===== src/rtl/dmm_pkg.sv =====
// Shared types and helpers for the data memory manager.
// Latency: n/a (declarations only).
// Backpressure: n/a.
package dmm_pkg;

    typedef enum logic [1:0] {
        IDLE   = 2'd0,
        RMW_WR = 2'd1,
        DONE   = 2'd2
    } dmm_state_t;

    // Byte offsets inside the memory-mapped register window
    localparam logic [31:0] DMM_LED_OFS = 32'h0000_0000;
    localparam logic [31:0] DMM_CNT_OFS = 32'h0000_0004;

    // Replace one little-endian byte lane of a word
    function automatic logic [31:0] dmm_merge_byte(input logic [31:0] word,
                                                   input logic [1:0]  lane,
                                                   input logic [7:0]  data);
        logic [31:0] merged;
        merged = word;
        case (lane)
            2'd0:    merged[7:0]   = data;
            2'd1:    merged[15:8]  = data;
            2'd2:    merged[23:16] = data;
            default: merged[31:24] = data;
        endcase
        return merged;
    endfunction

endpackage


===== src/rtl/dmm_mmio_regs.sv =====
// MMIO register block: LED register, free-running cycle counter, read mux.
// Latency: writes take effect next cycle; read mux is combinational.
// Backpressure: none, always accepts.
module dmm_mmio_regs
    import dmm_pkg::*;
(
    input  logic        CLK,
    input  logic        RST,
    input  logic        i_led_we,
    input  logic [7:0]  i_led_wdata,
    input  logic [31:0] i_ofs,
    output logic [31:0] o_rdata,
    output logic [7:0]  o_leds
);

    logic [7:0]  r_leds;
    logic [31:0] r_cnt;

    // LED register write and counter increment (wraps naturally)
    always_ff @(posedge CLK or negedge RST) begin
        if (!RST) begin
            r_leds <= 8'h00;
            r_cnt  <= 32'h0;
        end else begin
            r_cnt <= r_cnt + 32'd1;
            if (i_led_we) begin
                r_leds <= i_led_wdata;
            end
        end
    end

    // Read mux; unmapped offsets read as zero
    always_comb begin
        o_rdata = 32'h0;
        if (i_ofs == DMM_LED_OFS) begin
            o_rdata = {24'h0, r_leds};
        end else if (i_ofs == DMM_CNT_OFS) begin
            o_rdata = r_cnt;
        end
    end

    assign o_leds = r_leds;

endmodule


===== src/rtl/data_mem_manager.sv =====
// Data memory manager: CPU word/byte loads and stores onto a word-wide sync RAM (MMIO window under DMM_MMIO_EN).
// Latency: loads return 1 cycle after issue; word stores write same cycle; byte stores take a 2-cycle RMW.
// Backpressure: stall_o holds the CPU during the RMW read and write cycles; no other stalls.
module data_mem_manager
    import dmm_pkg::*;
#(
    parameter int          ADDR_W    = 10,
    parameter logic [31:0] MMIO_BASE = 32'h0000_F000
) (
    input  logic              CLK,
    input  logic              RST,
    input  logic [31:0]       addr_i,
    input  logic [31:0]       wdata_i,
    input  logic              we_i,
    input  logic              re_i,
    input  logic              byte_mode_i,
    output logic [31:0]       rdata_o,
    output logic              rvalid_o,
    output logic              stall_o,
    output logic              err_o,
    output logic [ADDR_W-1:0] ram_addr_o,
    output logic [31:0]       ram_wdata_o,
    output logic              ram_we_o,
    input  logic [31:0]       ram_rdata_i,
    output logic [7:0]        leds_o
);

    dmm_state_t        r_state;
    dmm_state_t        w_state_nxt;
    logic [ADDR_W-1:0] r_idx;
    logic [1:0]        r_lane;
    logic [7:0]        r_byte;
    logic              r_ld_pend;
    logic              r_ld_byte;
    logic              r_ld_mmio;
    logic [1:0]        r_ld_lane;
    logic [31:0]       r_mmio_rdata;
    logic              r_err;

    logic [ADDR_W-1:0] w_idx;
    logic [1:0]        w_lane;
    logic              w_idle;
    logic              w_req_st;
    logic              w_req_ld;
    logic              w_misalign;
    logic              w_rmw_start;
    logic              w_is_mmio;
    logic              w_mmio_bad_wr;
    logic [31:0]       w_mmio_rdata;
    logic              w_err_set;
    logic [31:0]       w_ld_word;
    logic [31:0]       w_ld_shift;

    assign w_idx  = addr_i[ADDR_W+1:2];
    assign w_lane = addr_i[1:0];
    assign w_idle = (r_state == IDLE);

    // Requests are only taken in IDLE; a store wins when both strobes are high
    assign w_req_st    = w_idle & we_i;
    assign w_req_ld    = w_idle & re_i & ~we_i;
    assign w_misalign  = ~byte_mode_i & (w_lane != 2'd0);
    assign w_rmw_start = w_req_st & byte_mode_i & ~w_is_mmio;

`ifdef DMM_MMIO_EN
    logic [31:0] w_ofs;
    logic        w_led_we;

    assign w_is_mmio     = (addr_i >= MMIO_BASE);
    assign w_ofs         = addr_i - MMIO_BASE;
    assign w_led_we      = w_req_st & w_is_mmio & (w_ofs == DMM_LED_OFS);
    assign w_mmio_bad_wr = w_req_st & w_is_mmio & (w_ofs != DMM_LED_OFS);

    dmm_mmio_regs u_mmio_regs (
        .CLK         (CLK),
        .RST         (RST),
        .i_led_we    (w_led_we),
        .i_led_wdata (wdata_i[7:0]),
        .i_ofs       (w_ofs),
        .o_rdata     (w_mmio_rdata),
        .o_leds      (leds_o)
    );
`else
    logic w_unused;

    assign w_is_mmio     = 1'b0;
    assign w_mmio_bad_wr = 1'b0;
    assign w_mmio_rdata  = 32'h0;
    assign leds_o        = 8'h00;
    assign w_unused      = ^{addr_i[31:ADDR_W+2], MMIO_BASE};
`endif

    assign w_err_set = (w_idle & (we_i | re_i) & w_misalign)
                     | (w_idle & we_i & re_i)
                     | w_mmio_bad_wr;

    // State register, load tracking, RMW capture and sticky error
    always_ff @(posedge CLK or negedge RST) begin
        if (!RST) begin
            r_state      <= IDLE;
            r_idx        <= '0;
            r_lane       <= 2'd0;
            r_byte       <= 8'h00;
            r_ld_pend    <= 1'b0;
            r_ld_byte    <= 1'b0;
            r_ld_mmio    <= 1'b0;
            r_ld_lane    <= 2'd0;
            r_mmio_rdata <= 32'h0;
            r_err        <= 1'b0;
        end else begin
            r_state   <= w_state_nxt;
            r_ld_pend <= w_req_ld;
            if (w_req_ld) begin
                r_ld_byte    <= byte_mode_i;
                r_ld_lane    <= w_lane;
                r_ld_mmio    <= w_is_mmio;
                r_mmio_rdata <= w_mmio_rdata;
            end
            if (w_rmw_start) begin
                r_idx  <= w_idx;
                r_lane <= w_lane;
                r_byte <= wdata_i[7:0];
            end
            if (w_err_set) begin
                r_err <= 1'b1;
            end
        end
    end

    // Next state and RAM port drive; reset forces every output low at once
    always_comb begin
        w_state_nxt = r_state;
        stall_o     = 1'b0;
        ram_we_o    = 1'b0;
        ram_addr_o  = '0;
        ram_wdata_o = 32'h0;
        case (r_state)
            IDLE: begin
                if (w_req_st && !w_is_mmio) begin
                    ram_addr_o = w_idx;
                    if (byte_mode_i) begin
                        stall_o     = 1'b1;
                        w_state_nxt = RMW_WR;
                    end else begin
                        ram_we_o    = 1'b1;
                        ram_wdata_o = wdata_i;
                    end
                end else if (w_req_ld && !w_is_mmio) begin
                    ram_addr_o = w_idx;
                end
            end
            RMW_WR: begin
                stall_o     = 1'b1;
                ram_we_o    = 1'b1;
                ram_addr_o  = r_idx;
                ram_wdata_o = dmm_merge_byte(ram_rdata_i, r_lane, r_byte);
                w_state_nxt = DONE;
            end
            DONE: begin
                // CPU is still presenting the finished store; drop it
                ram_addr_o  = r_idx;
                w_state_nxt = IDLE;
            end
            default: begin
                w_state_nxt = IDLE;
            end
        endcase
        if (!RST) begin
            stall_o     = 1'b0;
            ram_we_o    = 1'b0;
            ram_addr_o  = '0;
            ram_wdata_o = 32'h0;
        end
    end

    assign w_ld_word  = r_ld_mmio ? r_mmio_rdata : ram_rdata_i;
    assign w_ld_shift = w_ld_word >> {r_ld_lane, 3'b000};

    // Load return path, one cycle after the accepted load
    always_comb begin
        rdata_o = 32'h0;
        if (r_ld_pend) begin
            rdata_o = r_ld_byte ? {24'h0, w_ld_shift[7:0]} : w_ld_word;
        end
    end

    assign rvalid_o = r_ld_pend;
    assign err_o    = r_err;

endmodule


===== config.mk =====
export PLATFORM = sky130hd
export DESIGN_NAME = data_mem_manager
export DESIGN_NICKNAME = d
export VERILOG_FILES = /design/src/rtl/dmm_pkg.sv /design/src/rtl/dmm_mmio_regs.sv /design/src/rtl/data_mem_manager.sv
export SDC_FILE = /design/constraint.sdc
export NUM_CORES = 1
export LEC_CHECK = 0
export CAP_MARGIN = 0
export CELL_PAD_IN_SITES_DETAIL_PLACEMENT = 0
export CELL_PAD_IN_SITES_GLOBAL_PLACEMENT = 1
export CORE_MARGIN = 2
export CORE_UTILIZATION = 21
export CTS_CLUSTER_DIAMETER = 120
export DETAILED_ROUTE_END_ITERATION = 12
export PLACE_DENSITY_LB_ADDON = 0.1
export SYNTH_ARGS = -nofsm -noshare
export SYNTH_HDL_FRONTEND = slang
export SYNTH_SLANG_ARGS = --single-unit

===== constraint.sdc =====
create_clock -name CLK -period 1.6 [get_ports CLK]
set_clock_uncertainty 0.1 [all_clocks]
set_input_delay 0.32 -clock CLK [delete_from_list [all_inputs] [get_ports CLK]]
set_output_delay 0.32 -clock CLK [all_outputs]
set_load 0.02 [all_outputs]

=== After elaboration in Yosys (flattened, before gate mapping) ===
Index checks and enable logic that the tools add are counted.

* Input port bits: 101
* Output and inout port bits: 86
* Register bits after elaboration: 27
* Word-level logic and storage cells: 58

* Shift operators: 1
* Reductions and logical operators: 6
* Equality and inequality tests: 6
* Muxes and demuxes: 25
* Bitwise operators: 12

{| class="wikitable"
|+ Operators with widths
! operator !! count
|-
| 32-bit two-way mux || 5
|-
| 32-bit one-hot mux with 2 select lines || 1
|-
| 8-bit two-way mux || 4
|-
| 32-bit by 5-bit right shift with 8-bit output || 1
|-
| 10-bit two-way mux || 3
|-
| 10-bit one-hot mux with 2 select lines || 1
|-
| 1-bit bitwise AND || 8
|-
| 1-bit two-way mux || 6
|-
| 2-bit by 1-bit equality test with 1-bit output (second input constant) || 2
|-
| 2-bit equality test (second input constant) || 2
|-
| 2-bit logical NOT || 2
|-
| 2-bit two-way mux || 2
|-
| 1-bit one-hot mux with 2 select lines || 2
|-
| 2-bit one-hot mux with 2 select lines || 1
|-
| 3-bit OR reduction || 1
|-
| 2-bit by 1-bit inequality test with 1-bit output (second input constant) || 1
|-
| 2-bit inequality test (second input constant) || 1
|-
| 1-bit inverter || 2
|-
| 1-bit bitwise OR || 2
|-
| 2-bit AND reduction || 1
|-
| 2-bit nonzero test || 1
|-
| 2-bit OR reduction || 1
|}

=== Logic depth before layout (Yosys ltp) ===
Gate-level depths: netlist (run 1).

* Depth in word-level cells: 7
* Depth in mapped cells: 7
* Mapped depth without buffers: 5

=== Worst setup path after synthesis (run 1) ===
No wires, ideal clock.

* Kind: register -> output
* From: reg r_state[0]
* To: out ram_wdata_o[22]
* Data required time: 1180 ps
* Buffers on the path: 2
* Path slack: -376 ps
* Arrival time: 1556 ps
* Stages on the path, launching flop included: 8
* Cell sequence: dfrtp_1 -> inv_1 -> ha_1 -> and3b_1 -> buf_6 -> buf_6 -> nand2_1 -> a31oi_1

* Longest elaborated chain between the ends: 5
* Elaborated cells between the ends (all ways): 6
* Those cells by class: eq/ne: 1; mux: 3; bitwise: 1; reduce/logical: 1

{| class="wikitable"
|+ Ends and longest elaborated chain
! item !! RTL line !! source
|-
| from (decl) || data_mem_manager.sv:28 || <nowiki>dmm_state_t r_state;</nowiki>
|-
| from (signal assigned) || data_mem_manager.sv:110 || <nowiki>r_state <= w_state_nxt;</nowiki>
|-
| 2-bit logical NOT || data_mem_manager.sv:56, data_mem_manager.sv:136 ||
|-
| 1-bit bitwise AND || data_mem_manager.sv:59 || <nowiki>assign w_req_st = w_idle & we_i;</nowiki>
|-
| 32-bit two-way mux || data_mem_manager.sv:138 || <nowiki>if (w_req_st && !w_is_mmio) begin</nowiki>
|-
| 32-bit one-hot mux with 2 select lines * || data_mem_manager.sv:136 || <nowiki>case (r_state)</nowiki>
|-
| 32-bit two-way mux * || data_mem_manager.sv:167 || <nowiki>if (!RST) begin</nowiki>
|-
| to (decl) || data_mem_manager.sv:22 || <nowiki>output logic [31:0] ram_wdata_o,</nowiki>
|}

Every way passes the cells marked *; elsewhere a longest branch is shown, timed or not.

=== Worst setup path in the final report (run 1) ===
* From: reg r_state[0]
* To: out ram_wdata_o[29]

Same word-level chain as after synthesis.

==> results of run 1 <==
## worst max-delay path by stage
stage	from	end	slack, ns	depth (start not counted)
2_1_floorplan	r_state[1]	ram_wdata_o[25]	-0.18	7
5_1_grt	r_state[0]	ram_wdata_o[29]	-0.72	8
4_1_cts	r_state[0]	ram_wdata_o[24]	-0.68	9
3_3_place_gp	we_i	ram_wdata_o[19]	-0.98	6
3_5_place_dp	we_i	ram_wdata_o[16]	-1.00	6
6_report	r_state[0]	ram_wdata_o[29]	-0.67	8
## cell usage after synthesis
library cell,number
mux2_4,1
nand2b_1,3
a31oi_1,33
o21ai_0,8
o31ai_1,1
inv_1,5
nor2_1,20
mux2_2,31
o21ai_1,1
conb_1,1
dfrtp_1,27
o21a_1,3
and3b_1,1
or2_2,1
buf_4,8
clkbuf_2,4
ha_1,4
nand3b_1,2
nand2_1,36
o22ai_1,8
a22oi_1,10
nor2b_1,2
and2_1,25
buf_6,6
and2b_1,1
buf_1,1
buf_2,10
nand3_2,1
clkbuf_1,7
nand3_1,64
a21boi_0,2
## where the power goes
part           switching [mW]  leakage, nW  total [mW]  internal (mW)
sequential              0.503        0.315        1.51           1.01
combinational            3.29         2.22        7.14           3.85
clock                   0.253       0.0371       0.593          0.340
total                    4.04         2.58        9.24           5.20
## worst reg2reg max path, delay by kind of cell, from the launching register on
kind          cells  cell delay, ns
flops             1            0.38
mux               1            0.30
buf+inv           6            0.70
simple gates      1            0.07
fa+ha+maj         1            0.16
## area by class of cell
cell class,count,area [sq um],area share (%)
inverters,5,18.8,0.289
well taps,147,184,2.84
clock inverters,1,7.51,0.116
flip-flops and latches,27,679,10.5
clock buffers,3,75.1,1.16
repair buffers,245,2810,43.3
multi-input cells,266,2710,41.8
## per-stage QoR
step | setup WS [ns] | cells | hold slack (ns) | util, % | cell area, sq um
after floorplan | -0.183 | 334 | -0.0756 | - | 3280
after global placement | -0.984 | 636 | 0.377 | 43.2 | 5130
after detailed placement | -1.00 | 636 | 0.367 | 43.2 | 5130
after CTS | -0.675 | 677 | 0.305 | 50.3 | 5960
after global routing | -0.725 | 694 | 0.305 | 54.7 | 6490
final | -0.667 | 694 | 0.301 | 54.7 | 6490
## cells by family (layout without fill, tap and decap cells)
family	after synthesis	count (layout)	share of synthesized area, %
and+or+nand+nor	156	156	30.3
buffers and inverters	41	254	9.75
other	1	8	0.148
DFF	27	27	26.7
adders and majority gates	4	4	1.98
AOI/OAI and AO/OA	66	66	16.7
muxes	32	32	14.4
## registers in the layout, summed over array words and instances (netlist names)
register / count
r_state: 2
r_byte: 8
r_ld_byte: 1
err_o: 1
rvalid_o: 1
r_lane: 2
r_ld_lane: 2
r_idx: 10
## what timing repair did
item / 4_1_cts / 5_1_grt
setup endpoints to repair: 98 / 100
gates cloned: 8 / 4
hold endpoints to repair: 0 / 0
pin swaps: 33 / 28
setup buffers: 31 / 17
gates resized for setup: 484 / 125
## layer usage
layer,vias up,GRT usage [%]
met5,-,0
met4,0,2.68
met3,6,2.50
met2,100,37.2
met1,1678,25.1
li1,1610,-
## cells in the final DEF (no fill, tap or decap), types with 2 or more instances in the layout
| master | count |
|---|---|
| buf_6 | 88 |
| clkdlybuf4s50_1 | 77 |
| nand3_1 | 61 |
| buf_4 | 43 |
| a31oi_4 | 32 |
| mux2_4 | 31 |
| nand2_2 | 25 |
| and2_4 | 24 |
| dfrtp_1 | 24 |
| buf_12 | 22 |
| a22oi_2 | 10 |
| nor2_4 | 10 |
| nor2_1 | 10 |
| conb_1 | 8 |
| nand2_4 | 7 |
| o21ai_1 | 7 |
| o22ai_2 | 7 |
| clkbuf_16 | 6 |
| buf_16 | 5 |
| dlygate4sd2_1 | 5 |
| nand2_1 | 4 |
| inv_2 | 3 |
| o21a_4 | 3 |
| ha_4 | 3 |
| dfrtp_2 | 3 |
| nand3b_1 | 2 |
| inv_1 | 2 |
| nand2b_1 | 2 |
| nor2b_1 | 2 |
| nand3_2 | 2 |
| nand3_4 | 2 |
| buf_8 | 2 |
==> impl_metrics.tcl, run 1 <==
set metrics [dict create \
    peakVddDrop_mv 0.765 \
    regToRegSetupSlack_ns -0.22 \
    core_area_sq_um 11900 \
    yosysWarnings 0 \
    power.total_mw 9.24 \
    drtIter0Drc 172 \
    cp_top_family "buffers and inverters" \
    cts_tree "built" \
    wire_per_inst_um 19.9 \
    required_ns 1.18 \
    die_h_um 114 \
    clock_latency_ns 0.26 \
    hold_path.class "input pin to asynchronous set/reset pin" \
    antennaDiodeCount 0 \
    dp_hpwl_um 9310 \
    grt_setup_unrepaired "true" \
    endpoint_kind "output port" \
    tns_ns -40.11 \
    clockBufferDepth 2 \
    place_congestion 0.760 \
    wl_met3_um 682 \
    r2r_cells 9 \
    ys_seq_elements 27 \
    violations "setup timing" \
    die-area_sq_um 12900 \
    grt_antenna_before_repair 0 \
    r2r_start "r_state[0]" \
    grt_usage_pct 19.9 \
    crit_buf_inv 4 \
    grt_pass1_wl_um 19900 \
    drt-met1-wl_um 5800 \
    synth-seq-area-share_pct 26.7 \
    grt_overflow 0 \
    cts_buffers 3 \
    worstReg2RegEnd "r_byte[0]" \
    critPathLaunchType "flip-flop" \
    slowest_stage "dfrtp_1" \
    fmax_ghz 0.441 \
    synth_area_sq_um 2530 \
    power.leakage_nw 2.58 \
    grt_max_degree 35 \
    pin_count 187 \
    routed_wl_um 13800 \
    slew_violations 0 \
    path_cells "inv_2 > ha_4 > and3b_2 > buf_12 > buf_16 > nand2_2 > a31oi_4 > buf_6" \
    synth_top_area_share_pct 26.7 \
    finalSetupViolCount 99 \
    synthTopCellsByArea "dfrtp_1 27%, mux2_2 14%, nand3_1 13%, a31oi_1 8.2%, and2_1 6.2%" \
    post-route-period-util_pct 142 \
    crit_fanout 8 \
    avgSynthCellArea_sq_um 7.73 \
    setup_slack_ns -0.667 \
    p_per_area_nw_per_um2 1420 \
    num_rows 40 \
    postCtsHoldBufs 0 \
    areaGrowthSynthToFinish_pct 157 \
    outcome "finished, violations left" \
    fillers 1086 \
    portBuffers 158 \
    cts_max_level 1 \
    final_nets 653 \
    start_util_pct 21.3 \
    worstSetupPathType "flip-flop to output port" \
    clkSlewWorstSetupHoldPaths_ns 0.07 \
    cts.sinks 27 \
    ant_nets 0 \
    met2_wirelength_um 7250 \
    layout-drive-gt1-share_pct 61.8 \
    arrival_ns 1.85 \
    synth.distinct_cells 31 \
    drv_cap 0 \
    yosysTopAreaCell "dfrtp_1" \
    cts_root_buf "clkbuf_16" \
    period_minus_slack_ns 2.27 \
    die_w_um 114 \
    drc 0 \
    vias 3394 \
    top_layer_used "met4" \
    drt-pass1-iter-count 4 \
    grt_pass1_vias 3373 \
    cp_slowest_stage_delay_ns 0.40 \
    viasPerCell 4.89 \
    hold_viol 0 \
    synthCells 327 \
]
No activity file was read; power rests on OpenSTA's default activity.
==> run 2: changes to the inputs <==
- CORE_MARGIN: 2 -> unset
- CORE_UTILIZATION: 21 -> 25
- clock period: 1.6 -> 2.85 ns (I/O delays scaled with it)
==> run 2 against run 1 <==
Effect of this change: the flow now finishes without violations; sequential power down 46%; sequential share of layout area up 5.3 points; flip-flop and latch count unchanged; via count down 13%; cell count down 12%; global-route usage up 0.17 points; hold slack better by 0.11 ns; power down 66%; largest cell class unchanged; setup slack better by 0.71 ns; register-to-register slack better by 1.2 ns.
==> impl_metrics.tcl, run 2 (synthesized netlist as in run 1, its figures left out) <==
set metrics [dict create \
    largest_register_ffs 10 \
    post-route-period-util_pct 98.4 \
    dp_worst_setup_slack_ns -0.170 \
    cts_resized 47 \
    wire_per_inst_um 17.4 \
    die_h_um 103 \
    final_nets 587 \
    clkSlewWorstSetupHoldPaths_ns 0.11 \
    endpoint_kind "output port" \
    ant_nets 0 \
    slew_violations 0 \
    power.leakage_nw 1.82 \
    die-area_sq_um 10500 \
    areaGrowthSynthToFinish_pct 70.3 \
    final_cell_area_sq_um 4300 \
    grt_pass1_vias 2871 \
    clockBufferDepth 2 \
    outcome "completed" \
    vias 2949 \
    place_area_sq_um 4300 \
    cts_max_level 1 \
    peakVddDrop_mv 0.383 \
    utilization_pct 44.0 \
    finalSetupViolCount 0 \
    reg_top3 "r_idx x10, r_byte x8" \
    hold_path.class "flip-flop to flip-flop" \
    hold_viol 0 \
    layout-drive-gt1-share_pct 13.1 \
    regMostFlops "r_idx" \
    drtIter0Drc 115 \
    core_area_sq_um 9770 \
    clock_latency_ns 0.29 \
    worstSetupPathType "input pin to output port" \
    viasPerCell 4.80 \
    die_w_um 103 \
    drc 0 \
    cts_buffers 3 \
    drv_cap 0 \
    grt_usage_pct 20.1 \
    layout_commonest_cell "clkdlybuf4s50_1" \
    power.total_mw 3.13 \
    final_cell_mix "110 x clkdlybuf4s50_1, 64 x nand3_1, 45 x dlygate4sd2_1" \
    cts_setup_buffers 0 \
    setup_slack_ns 0.0466 \
    cts.sinks 27 \
    period_minus_slack_ns 2.80 \
    num_rows 36 \
    p_per_area_nw_per_um2 728 \
    start_util_pct 25.9 \
    grt_pass1_wl_um 15900 \
    arrival_ns 2.13 \
    required_ns 2.18 \
    drt-pass1-iter-count 4 \
    cts_root_buf "clkbuf_8" \
    routed_wl_um 10700 \
    cts_tree "built" \
    antennaDiodeCount 0 \
    critPathLaunchType "input pin" \
    grt_overflow 0 \
    postCtsHoldBufs 0 \
    pin_count 187 \
    crit_fanout 3 \
    grt_antenna_before_repair 0 \
    grt_max_degree 35 \
    grt_setup_unrepaired "false" \
    portBuffers 158 \
    place_congestion 0.817 \
    dp_hpwl_um 8520 \
    fmax_ghz 0.357 \
]
## run 2: metal layers
layer	wire length, um	track usage, %	vias to the layer above
met2	5030	34.5	99
li1	-	-	1469
met1	4990	27.3	1375
met3	605	2.85	6
met4	91	2.75	0
met5	0	0	-
## run 2: stage by stage
step                cells  setup TNS [ns]  hold WS, ns
finish                614               0        0.411
global route          614               0        0.431
CTS                   614               0        0.410
detailed placement    610           -5.61        0.378
global placement      610           -5.66        0.373
floorplan             334               0        0.174
## run 2: area by class of cell
| class | instances | area, sq um |
|---|---|---|
| clock buffers | 3 | 41.3 |
| clock inverters | 1 | 7.51 |
| fillers | 1056 | 5470 |
| inverters | 5 | 18.8 |
| multi-input cells | 266 | 1640 |
| flip-flops and latches | 27 | 677 |
| well taps | 133 | 166 |
| repair buffers | 179 | 1750 |
## run 2: worst max-delay path, cell delays in order
cell and delay [ns]:
clkdlybuf4s50_1 0.56, mux2_2 0.20, o22ai_1 0.06, nor2_1 0.11, clkdlybuf4s50_1 0.63
## run 2: final timing paths
kind | startpoint | end | slack, ns | depth (start not counted)
setup / recovery | ram_rdata_i[25] | rdata_o[1] | 0.05 | 5
hold / removal | err_o | err_o | 0.41 | 2
setup reg to reg | r_state[1] | r_idx[7] | 1.02 | 6
hold reg to reg | err_o | err_o | 0.41 | 2
max in group asynchronous | RST | r_byte[1] | 1.60 | 4
min in group asynchronous | RST | r_state[0] | 0.53 | 2
## run 2: where the power goes
group / internal [mW] / leakage, nW / total (mW) / switching [mW]
clock: 0.0995 / 0.0217 / 0.233 / 0.134
sequential: 0.562 / 0.318 / 0.817 / 0.254
combinational: 0.951 / 1.48 / 2.08 / 1.13
